[src/rtl/rtl_subtractor_serial.sv]
// Multi-cycle unsigned subtractor: computes a - b one SLICE-bit slice per clock,
// rippling the borrow between slices through a register.
module rtl_subtractor_serial #(
  parameter int unsigned WIDTH = 32,
  parameter int unsigned SLICE = 8
) (
  input  logic             clk,
  input  logic             rst,
  input  logic             start,
  input  logic [WIDTH-1:0] a,
  input  logic [WIDTH-1:0] b,
  output logic             busy,
  output logic             done,
  output logic [WIDTH-1:0] diff,
  output logic             bo
);

  localparam int unsigned N  = WIDTH / SLICE;
  localparam int unsigned CW = (N > 1) ? $clog2(N) : 1;

  typedef enum logic {
    S_IDLE = 1'b0,
    S_RUN  = 1'b1
  } state_t;

  state_t           r_state;
  state_t           w_state_nxt;
  logic [CW-1:0]    r_cnt;
  logic [CW-1:0]    w_cnt_nxt;
  logic [WIDTH-1:0] r_a;
  logic [WIDTH-1:0] r_b;
  logic [WIDTH-1:0] r_work;
  logic             r_brw;
  logic [WIDTH-1:0] w_a_nxt;
  logic [WIDTH-1:0] w_b_nxt;
  logic [WIDTH-1:0] w_work_nxt;
  logic             w_brw_nxt;
  logic             w_done_nxt;
  logic [WIDTH-1:0] w_diff_nxt;
  logic             w_bo_nxt;
  logic [SLICE-1:0] w_a_slice;
  logic [SLICE-1:0] w_b_slice;
  logic [SLICE:0]   w_sum;
  logic             w_last;

  // One SLICE-bit adder: a + ~b + carry_in, where carry_in is the inverted borrow.
  always_comb begin
    w_a_slice = r_a[int'(r_cnt)*SLICE +: SLICE];
    w_b_slice = r_b[int'(r_cnt)*SLICE +: SLICE];
    w_sum     = {1'b0, w_a_slice} + {1'b0, ~w_b_slice} + (SLICE+1)'(!r_brw);
    w_last    = (r_cnt == CW'(N - 1));
  end

  always_ff @(posedge clk) begin
    if (rst) r_state <= S_IDLE;
    else     r_state <= w_state_nxt;
  end

  always_comb begin
    w_state_nxt = r_state;
    w_cnt_nxt   = r_cnt;
    w_a_nxt     = r_a;
    w_b_nxt     = r_b;
    w_work_nxt  = r_work;
    w_brw_nxt   = r_brw;
    w_done_nxt  = 1'b0;
    w_diff_nxt  = diff;
    w_bo_nxt    = bo;
    case (r_state)
      S_IDLE: begin
        if (start) begin
          w_a_nxt     = a;
          w_b_nxt     = b;
          w_brw_nxt   = 1'b0;
          w_cnt_nxt   = '0;
          w_state_nxt = S_RUN;
        end
      end
      S_RUN: begin
        w_work_nxt[int'(r_cnt)*SLICE +: SLICE] = w_sum[SLICE-1:0];
        w_brw_nxt = ~w_sum[SLICE];
        w_cnt_nxt = r_cnt + CW'(1);
        if (w_last) begin
          w_diff_nxt  = w_work_nxt;
          w_bo_nxt    = ~w_sum[SLICE];
          w_done_nxt  = 1'b1;
          w_cnt_nxt   = '0;
          w_state_nxt = S_IDLE;
        end
      end
      default: w_state_nxt = S_IDLE;
    endcase
  end

  // Datapath and registered outputs; reset aborts any in-flight operation.
  always_ff @(posedge clk) begin
    if (rst) begin
      r_cnt  <= '0;
      r_a    <= '0;
      r_b    <= '0;
      r_work <= '0;
      r_brw  <= 1'b0;
      busy   <= 1'b0;
      done   <= 1'b0;
      diff   <= '0;
      bo     <= 1'b0;
    end else begin
      r_cnt  <= w_cnt_nxt;
      r_a    <= w_a_nxt;
      r_b    <= w_b_nxt;
      r_work <= w_work_nxt;
      r_brw  <= w_brw_nxt;
      busy   <= (w_state_nxt == S_RUN);
      done   <= w_done_nxt;
      diff   <= w_diff_nxt;
      bo     <= w_bo_nxt;
    end
  end

endmodule

[config.mk]
export PLATFORM = sky130hd
export DESIGN_NAME = rtl_subtractor_serial
export DESIGN_NICKNAME = d
export VERILOG_FILES = /design/src/rtl/rtl_subtractor_serial.sv
export SDC_FILE = /design/constraint.sdc
export NUM_CORES = 1
export LEC_CHECK = 0
export ABC_AREA = 1
export CAP_MARGIN = 5
export CELL_PAD_IN_SITES_DETAIL_PLACEMENT = 0
export CELL_PAD_IN_SITES_GLOBAL_PLACEMENT = 1
export CORE_UTILIZATION = 25
export CTS_CLUSTER_SIZE = 25
export DETAILED_ROUTE_END_ITERATION = 8
export PLACE_DENSITY_LB_ADDON = 0.05
export SLEW_MARGIN = 20
export SYNTH_ARGS = -nofsm -noshare
export SYNTH_HDL_FRONTEND = slang
export SYNTH_SLANG_ARGS = --single-unit
[constraint.sdc]
create_clock -name clk -period 3.05 [get_ports clk]
set_input_delay 0.305 -clock clk [delete_from_list [all_inputs] [get_ports clk]]
set_output_delay 0.305 -clock clk [all_outputs]
set_load 0.005 [all_outputs]
==> results of run 1 <==
final cells by class:
class | count | area (um2)
Multi-Input combinational cell | 576 | 2800
Clock inverter | 11 | 219
Tap cell | 319 | 399
Sequential cell | 134 | 2680
Clock buffer | 21 | 470
Inverter | 83 | 312
Fill cell | 2579 | 15600
Timing Repair Buffer | 113 | 1110
worst max-delay path, delay by kind of cell (launching register included):
family          cells  cell delay (ns)
compound gates      3             0.61
flops               1             0.42
fa+ha+maj           2             0.62
buf+inv             3             0.36
xor+xnor            1             0.18
simple gates        5             0.36
layer usage:
layer  vias to the layer above  part of all wire  routed length, um
li1                       2886                 -                  -
met1                      2579              0.48               8810
met2                       107              0.47               8760
met3                        14             0.037                691
met4                         0             0.012                216
met5                         -                 0                  0
power breakdown:
| part | internal (mW) | total, mW | switching [mW] |
|---|---|---|---|
| sequential | 1.86 | 1.92 | 0.0590 |
| combinational | 0.331 | 0.883 | 0.552 |
| clock | 1.60 | 2.42 | 0.820 |
| total | 3.79 | 5.22 | 1.43 |
flip-flops by register name (all words and copies together), names as in the netlist:
| name | flops |
|---|---|
| r_cnt | 2 |
| busy | 1 |
| r_a | 32 |
| done | 1 |
| r_work | 32 |
| diff | 32 |
| r_b | 32 |
| r_brw | 1 |
| bo | 1 |
path summary, 6_finish.rpt:
| kind | cells after the start | endpoint | from | slack, ns |
|---|---|---|---|---|
| worst max-delay path | 14 | r_work[4]$_SDFFE_PP0P_ | r_cnt[0]$_SDFFE_PP0P_ | 0.37 |
| worst min-delay path | 2 | diff[7]$_SDFFE_PP0P_ | diff[7]$_SDFFE_PP0P_ | 0.45 |
| worst max register to register | 14 | r_work[4]$_SDFFE_PP0P_ | r_cnt[0]$_SDFFE_PP0P_ | 0.37 |
| worst min register to register | 2 | diff[7]$_SDFFE_PP0P_ | diff[7]$_SDFFE_PP0P_ | 0.45 |
cell usage in the layout, fill, tap and decap left out, types with 2 or more instances in the layout:
| cell type | n |
|---|---|
| a22oi_1 | 2 |
| a22o_1 | 11 |
| nand2_1 | 154 |
| inv_2 | 5 |
| o211ai_1 | 3 |
| fa_1 | 2 |
| inv_1 | 78 |
| nand3_1 | 19 |
| nor2_1 | 179 |
| nand2_2 | 5 |
| o22ai_1 | 16 |
| ha_1 | 13 |
| o21ai_1 | 11 |
| dfxtp_1 | 134 |
| clkbuf_8 | 3 |
| bufinv_16 | 6 |
| clkdlybuf4s50_1 | 101 |
| nor2_4 | 3 |
| clkinv_4 | 2 |
| o21ai_0 | 102 |
| nand4_1 | 7 |
| nor2_2 | 3 |
| clkbuf_16 | 17 |
| buf_4 | 11 |
| a21oi_1 | 31 |
| a32o_1 | 8 |
kinds of logic (layout without fill, tap and decap cells):
family / after synthesis / after routing / synth area share
AO/OA/AOI/OAI: 186 / 186 / 0.176
XOR/XNOR: 3 / 3 / 0.00686
adder cells (fa/ha/maj): 15 / 15 / 0.0337
buffers and inverters: 134 / 228 / 0.0915
flip-flops: 134 / 134 / 0.446
AND/OR/NAND/NOR: 372 / 372 / 0.247
==> out/metrics.cfg, run 1 <==
[outcome]
status=finished, final reports clean

[floorplanning]
ioPinCount=102
die_area_um2=24700
rows=56
die_h_um=157
die_x_um=157
core_um2=23500
start_util=0.256

[critical_path]
crit_top_cell=nand2_1
worstSetupEndpointType=flop
critPathMaxStageDelay_ns=0.42
start_kind=flop
path_class=flop to flop
required_ns=3.36
critPathMaxFanout=32
critical_path.slowest_cell=dfxtp_1
crit_path_cell_trace=buf_12 -> nand2_1 -> a32o_1 -> fa_1 -> inv_1 -> fa_1 -> nand2_1 -> nand2_1 -> nand2_1 -> xnor2_2 -> nand2_1 -> o21ai_0 -> o21ai_0 -> inv_1
worstPathArrival_ns=3.00

[finish]
final_area_um2=7990
area_growth_pct=32.8
antenna_cells=0
post-route-util=0.339
finalNonFillerCells=1257
drive_gt1_frac=0.0672
final_nets=1007

[cts]
cts_tree=done
clock_path_buffers=2
cts_root_buffer=clkbuf_16
postCtsSetupBuffers=0
clkTransAtPathRegs_ns=0.06
clkSinkCount=134
htreeDepth=4
cts_buffers=17
clk_latency_ns=0.43
hold_buffers=0
cts_resized=0

[timing]
hold_viol_final=0
drv_slew=0
min_period_over_period=0.880
holdWs_ns=0.449
setup_viol=0
fmax_ghz=0.373
relSlewSlack=0.342
rsz0062_at_grt=false
worst_slew_pin_slew_ns=0.987
fin_skew_ns=0.0107
tns_ns=0
setup_ws_ns=0.367
min_period_ns=2.68

[synth]
synth-seq-cells=134
synth-seq-area-share=0.446
syn_area_um2=6020
synth_common_cells=nor2_1 (181), nand2_1 (154), dfxtp_1 (134)
yosysTopAreaCell=dfxtp_1
yosysMostFrequentCell=nor2_1
yosys_warnings=0
synth_cell_types=33
synth_cells=844
async_flop_share=0
yosys_most_used_dff=dfxtp_1
synth_area_leaders=dfxtp_1 (45%), nor2_1 (11%), nand2_1 (9.6%)
syn_nets=926
synth_top_area_share=0.446
syn_area_per_cell_um2=7.13
synth_edf_count=0

[power]
irDropWorstVdd_uv=287
pwr_density_cell_nw_per_um2=654
total_power_mw=5.22
p_leak_nw=3.55

[grt]
globalRouteMet2Util=0.257
track_usage=0.158
antenna_found_initial=0
grt_max_degree=69
grt_overflow_total=0
grt_pass1_vias=5302
grtUsageMet1=0.208
grt_busiest_layer=met2
grt_pass1_wl_um=29400
use_met3=0.0355

[run]
maxCapViolations=0

[detailed_routing]
drt-vias-per-instance=4.44
dr.pass1.iters=5
via_count=5586
routed_wirelength_um=18500
drc=0
wl_per_cell_um=14.7
drt_iter0_drc=301
drtAntennaViolNets=0

[min_path]
hold_class=flop to flop

[placed_design]
hpwl_um=12600
dp_slack_ns=0.313
place.gp.congestion=0.778
numPortBuffers=101
placed_cells=1225
place_area_um2=7300

(Power assumes the default switching activity.)
==> inputs of run 2 (changes only) <==
--- a/config.mk
+++ b/config.mk
@@ -10,10 +10,12 @@
 export CELL_PAD_IN_SITES_DETAIL_PLACEMENT = 0
 export CELL_PAD_IN_SITES_GLOBAL_PLACEMENT = 1
 export CORE_UTILIZATION = 25
+export CTS_BUF_LIST = sky130_fd_sc_hd__clkbuf_8
 export CTS_CLUSTER_SIZE = 25
 export DETAILED_ROUTE_END_ITERATION = 8
+export DONT_BUFFER_PORTS = 1
 export PLACE_DENSITY_LB_ADDON = 0.05
-export SLEW_MARGIN = 20
+export SLEW_MARGIN = 10
 export SYNTH_ARGS = -nofsm -noshare
 export SYNTH_HDL_FRONTEND = slang
 export SYNTH_SLANG_ARGS = --single-unit
==> run 2 against run 1 <==
Compared with the run above: cell area is 8.8% lower; setup slack got worse by 0.012 ns; clock skew rose by 0.0023 ns; utilization fell by 3.0 points; maximum frequency decreased by 0.44%; wire length is 2.2% higher; clock power decreased by 35%; final cell count decreased by 3.3%; critical path type unchanged; largest cell class unchanged; largest power group is now sequential cells; highest routed layer unchanged.
==> out/metrics.cfg, run 2 (synthesis results as in run 1) <==
[outcome]
status=finished, final reports clean  ; unchanged

[placed_design]
numPortBuffers=0  ; was 101
hpwl_um=12800  ; was 12600 um
place.gp.congestion=0.777  ; was 0.778

[floorplanning]
ioPinCount=102  ; unchanged
die_x_um=157  ; unchanged
rows=56  ; unchanged
die_area_um2=24700  ; unchanged
core_um2=23500  ; unchanged
start_util=0.256  ; unchanged
die_h_um=157  ; unchanged

[critical_path]
r2r_end=diff[14]$_SDFFE_PP0P_  ; was r_work[4]$_SDFFE_PP0P_
crit_top_cell=nand2_1  ; unchanged
cp_num_cells=17  ; was 14
r2r_slack_ns=0.36  ; was 0.37 ns
path_class=flop to flop  ; unchanged
crit_path_cell_trace=buf_4 -> nor2_1 -> o22ai_1 -> fa_1 -> inv_1 -> fa_1 -> nand2_1 -> nand2_1 -> nand3_1 -> nand2_1 -> nand2_1 -> nand3_1 -> nor2_2 -> nand2_1 -> nand2_1 -> nand2_1 -> nand2_1  ; was buf_12 -> nand2_1 -> a32o_1 -> fa_1 -> inv_1 -> fa_1 -> nand2_1 -> nand2_1 -> nand2_1 -> xnor2_2 -> nand2_1 -> o21ai_0 -> o21ai_0 -> inv_1
start_kind=flop  ; unchanged
critPathMaxStageDelay_ns=0.40  ; was 0.42 ns
ff2ff_path_depth=17  ; was 14
worstPathArrival_ns=3.08  ; was 3.00 ns
crit_family=simple AND/OR/NAND/NOR gates  ; was adder cells
worstSetupEndpointType=flop  ; unchanged
critPathBufInv=2  ; was 3
crit-reg2reg-launch=r_cnt[0]$_SDFFE_PP0P_  ; unchanged
critical_path.slowest_cell=dfxtp_2  ; was dfxtp_1
critPathMaxFanout=15  ; was 32
required_ns=3.44  ; was 3.36 ns

[timing]
min_period_over_period=0.883  ; was 0.880
worst_slew_pin_slew_ns=1.09  ; was 0.987 ns
rsz0062_at_grt=false  ; unchanged
min_period_ns=2.69  ; was 2.68 ns
setup_viol=0  ; unchanged
holdWs_ns=0.0167  ; was 0.449 ns
hold_viol_final=0  ; unchanged
tns_ns=0  ; unchanged
fmax_ghz=0.371  ; was 0.373 GHz
fin_skew_ns=0.0130  ; was 0.0107 ns
drv_slew=0  ; unchanged
relSlewSlack=0.274  ; was 0.342

[cts]
postCtsSetupBuffers=0  ; unchanged
clk_latency_ns=0.45  ; was 0.43 ns
cts_root_buffer=clkbuf_8  ; was clkbuf_16
clkTransAtPathRegs_ns=0.09  ; was 0.06 ns
htreeDepth=4  ; unchanged
clkSinkCount=134  ; unchanged
cts_tree=done  ; unchanged
cts_buffers=17  ; unchanged
clock_path_buffers=2  ; unchanged

[finish]
post-route-util=0.310  ; was 0.339
final_common_cell=nor2_1  ; unchanged
drive_gt1_frac=0.0725  ; was 0.0672
antenna_cells=0  ; unchanged
fillers=2573  ; was 2579
final_cell_mix=nor2_1 (179), nand2_1 (154), dfxtp_1 (132), o21ai_0 (102), inv_1 (79)  ; was nor2_1 (179), nand2_1 (154), dfxtp_1 (134), o21ai_0 (102), clkdlybuf4s50_1 (101)
area_growth_pct=21.1  ; was 32.8%
final_nets=966  ; was 1007

[detailed_routing]
drtAntennaViolNets=0  ; unchanged
via_count=5410  ; was 5586
drc=0  ; unchanged
wl_per_cell_um=15.5  ; was 14.7 um
drt_iter0_drc=365  ; was 301
dr.pass1.iters=5  ; unchanged
routed_wirelength_um=18900  ; was 18500 um
drt-vias-per-instance=4.45  ; was 4.44

[grt]
grt_overflow_total=0  ; unchanged
grt_pass1_vias=5242  ; was 5302
track_usage=0.159  ; was 0.158
grt_max_degree=66  ; was 69
grt_pass1_wl_um=29600  ; was 29400 um
antenna_found_initial=0  ; unchanged

[min_path]
hold_class=input pin to flop  ; was flop to flop
min_path_cells=2  ; unchanged
hp-start=a[8]  ; was diff[7]$_SDFFE_PP0P_
holdPathEnd=r_a[8]$_SDFFE_PP0P_  ; was diff[7]$_SDFFE_PP0P_

[power]
p_leak_nw=3.30  ; was 3.55 nW
total_power_mw=4.36  ; was 5.22 mW
pwr_density_cell_nw_per_um2=598  ; was 654 nW/um2
irDropWorstVdd_uv=270  ; was 287 uV

[run]
maxCapViolations=0  ; unchanged

[run 2: changes by cell type in the layout (fill, tap and decap cells not counted), moves of 2 or more]
cell             previous run  this run
bufinv_16                   6         3
clkinv_2                    1         5
inv_2                       5         3
clkbuf_8                    3        18
clkinv_4                    2         4
clkbuf_16                  17         0
clkdlybuf4s50_1           101         0
dfxtp_2                     0         2
dlygate4sd3_1               0        59
dfxtp_1                   134       132
[run 2: how the worst max path moves through the flow]
stage / startpoint / end / slack [ns]
5_1_grt: r_cnt[0]$_SDFFE_PP0P_ / diff[30]$_SDFFE_PP0P_ / 0.01
3_5_place_dp: r_cnt[0]$_SDFFE_PP0P_ / diff[14]$_SDFFE_PP0P_ / 0.29
2_1_floorplan: r_cnt[0]$_SDFFE_PP0P_ / r_work[9]$_SDFFE_PP0P_ / 0.46
3_3_place_gp: r_cnt[0]$_SDFFE_PP0P_ / diff[14]$_SDFFE_PP0P_ / 0.36
4_1_cts: r_cnt[0]$_SDFFE_PP0P_ / diff[14]$_SDFFE_PP0P_ / 0.25
6_report: r_cnt[0]$_SDFFE_PP0P_ / diff[14]$_SDFFE_PP0P_ / 0.36
[run 2: cell type report]
| type | count | area (um2) | area share |
|---|---|---|---|
| flip-flops and latches | 134 | 2690 | 0.368 |
| clock buffers | 18 | 248 | 0.0340 |
| multi-input cells | 576 | 2800 | 0.383 |
| inverters | 83 | 314 | 0.0431 |
| well taps | 319 | 399 | 0.0547 |
| clock inverters | 13 | 158 | 0.0216 |
| repair buffers | 72 | 692 | 0.0949 |
[run 2: where the power goes]
part	switching [mW]	internal (mW)
Sequential	0.0638	1.86
Clock	0.754	0.823
Combinational	0.554	0.306
[run 2: worst register-to-register path: cells and delay by family, from the launching register on]
kind | cells | cell delay [ns]
compound gates | 1 | 0.22
fa+ha+maj | 2 | 0.61
buf+inv | 2 | 0.28
flops | 1 | 0.40
simple gates | 12 | 1.12
[run 2: what timing repair did]
item                                   4_1_cts  5_1_grt
hold buffers                                59        0
resized for setup                            0        5
setup endpoints to repair                    0        7
endpoints found under the hold margin       80        0
[run 2: metrics by stage]
stage | worst slack (ns) | instance area [um2] | cells
floorplan | 0.460 | 6020 | 844
global placement | 0.364 | 6290 | 1125
detailed placement | 0.293 | 6290 | 1125
CTS | 0.245 | 7280 | 1215
global route | 0.00976 | 7290 | 1215
finish | 0.355 | 7290 | 1215
[run 2: routing by layer]
metal | global-route usage | share of wire
met5 | 0 | 0
met4 | 0.0388 | 0.0076
met3 | 0.0363 | 0.039
met2 | 0.273 | 0.49
met1 | 0.201 | 0.47
==> inputs of run 3 (changes only) <==
--- a/config.mk
+++ b/config.mk
@@ -11,6 +11,7 @@
 export CELL_PAD_IN_SITES_GLOBAL_PLACEMENT = 1
 export CORE_UTILIZATION = 25
 export CTS_BUF_LIST = sky130_fd_sc_hd__clkbuf_8
+export CTS_CLUSTER_DIAMETER = 40
 export CTS_CLUSTER_SIZE = 25
 export DETAILED_ROUTE_END_ITERATION = 8
 export DONT_BUFFER_PORTS = 1
==> results of run 3 <==
Final layout, timing and power as in run 2 (identical DEF).
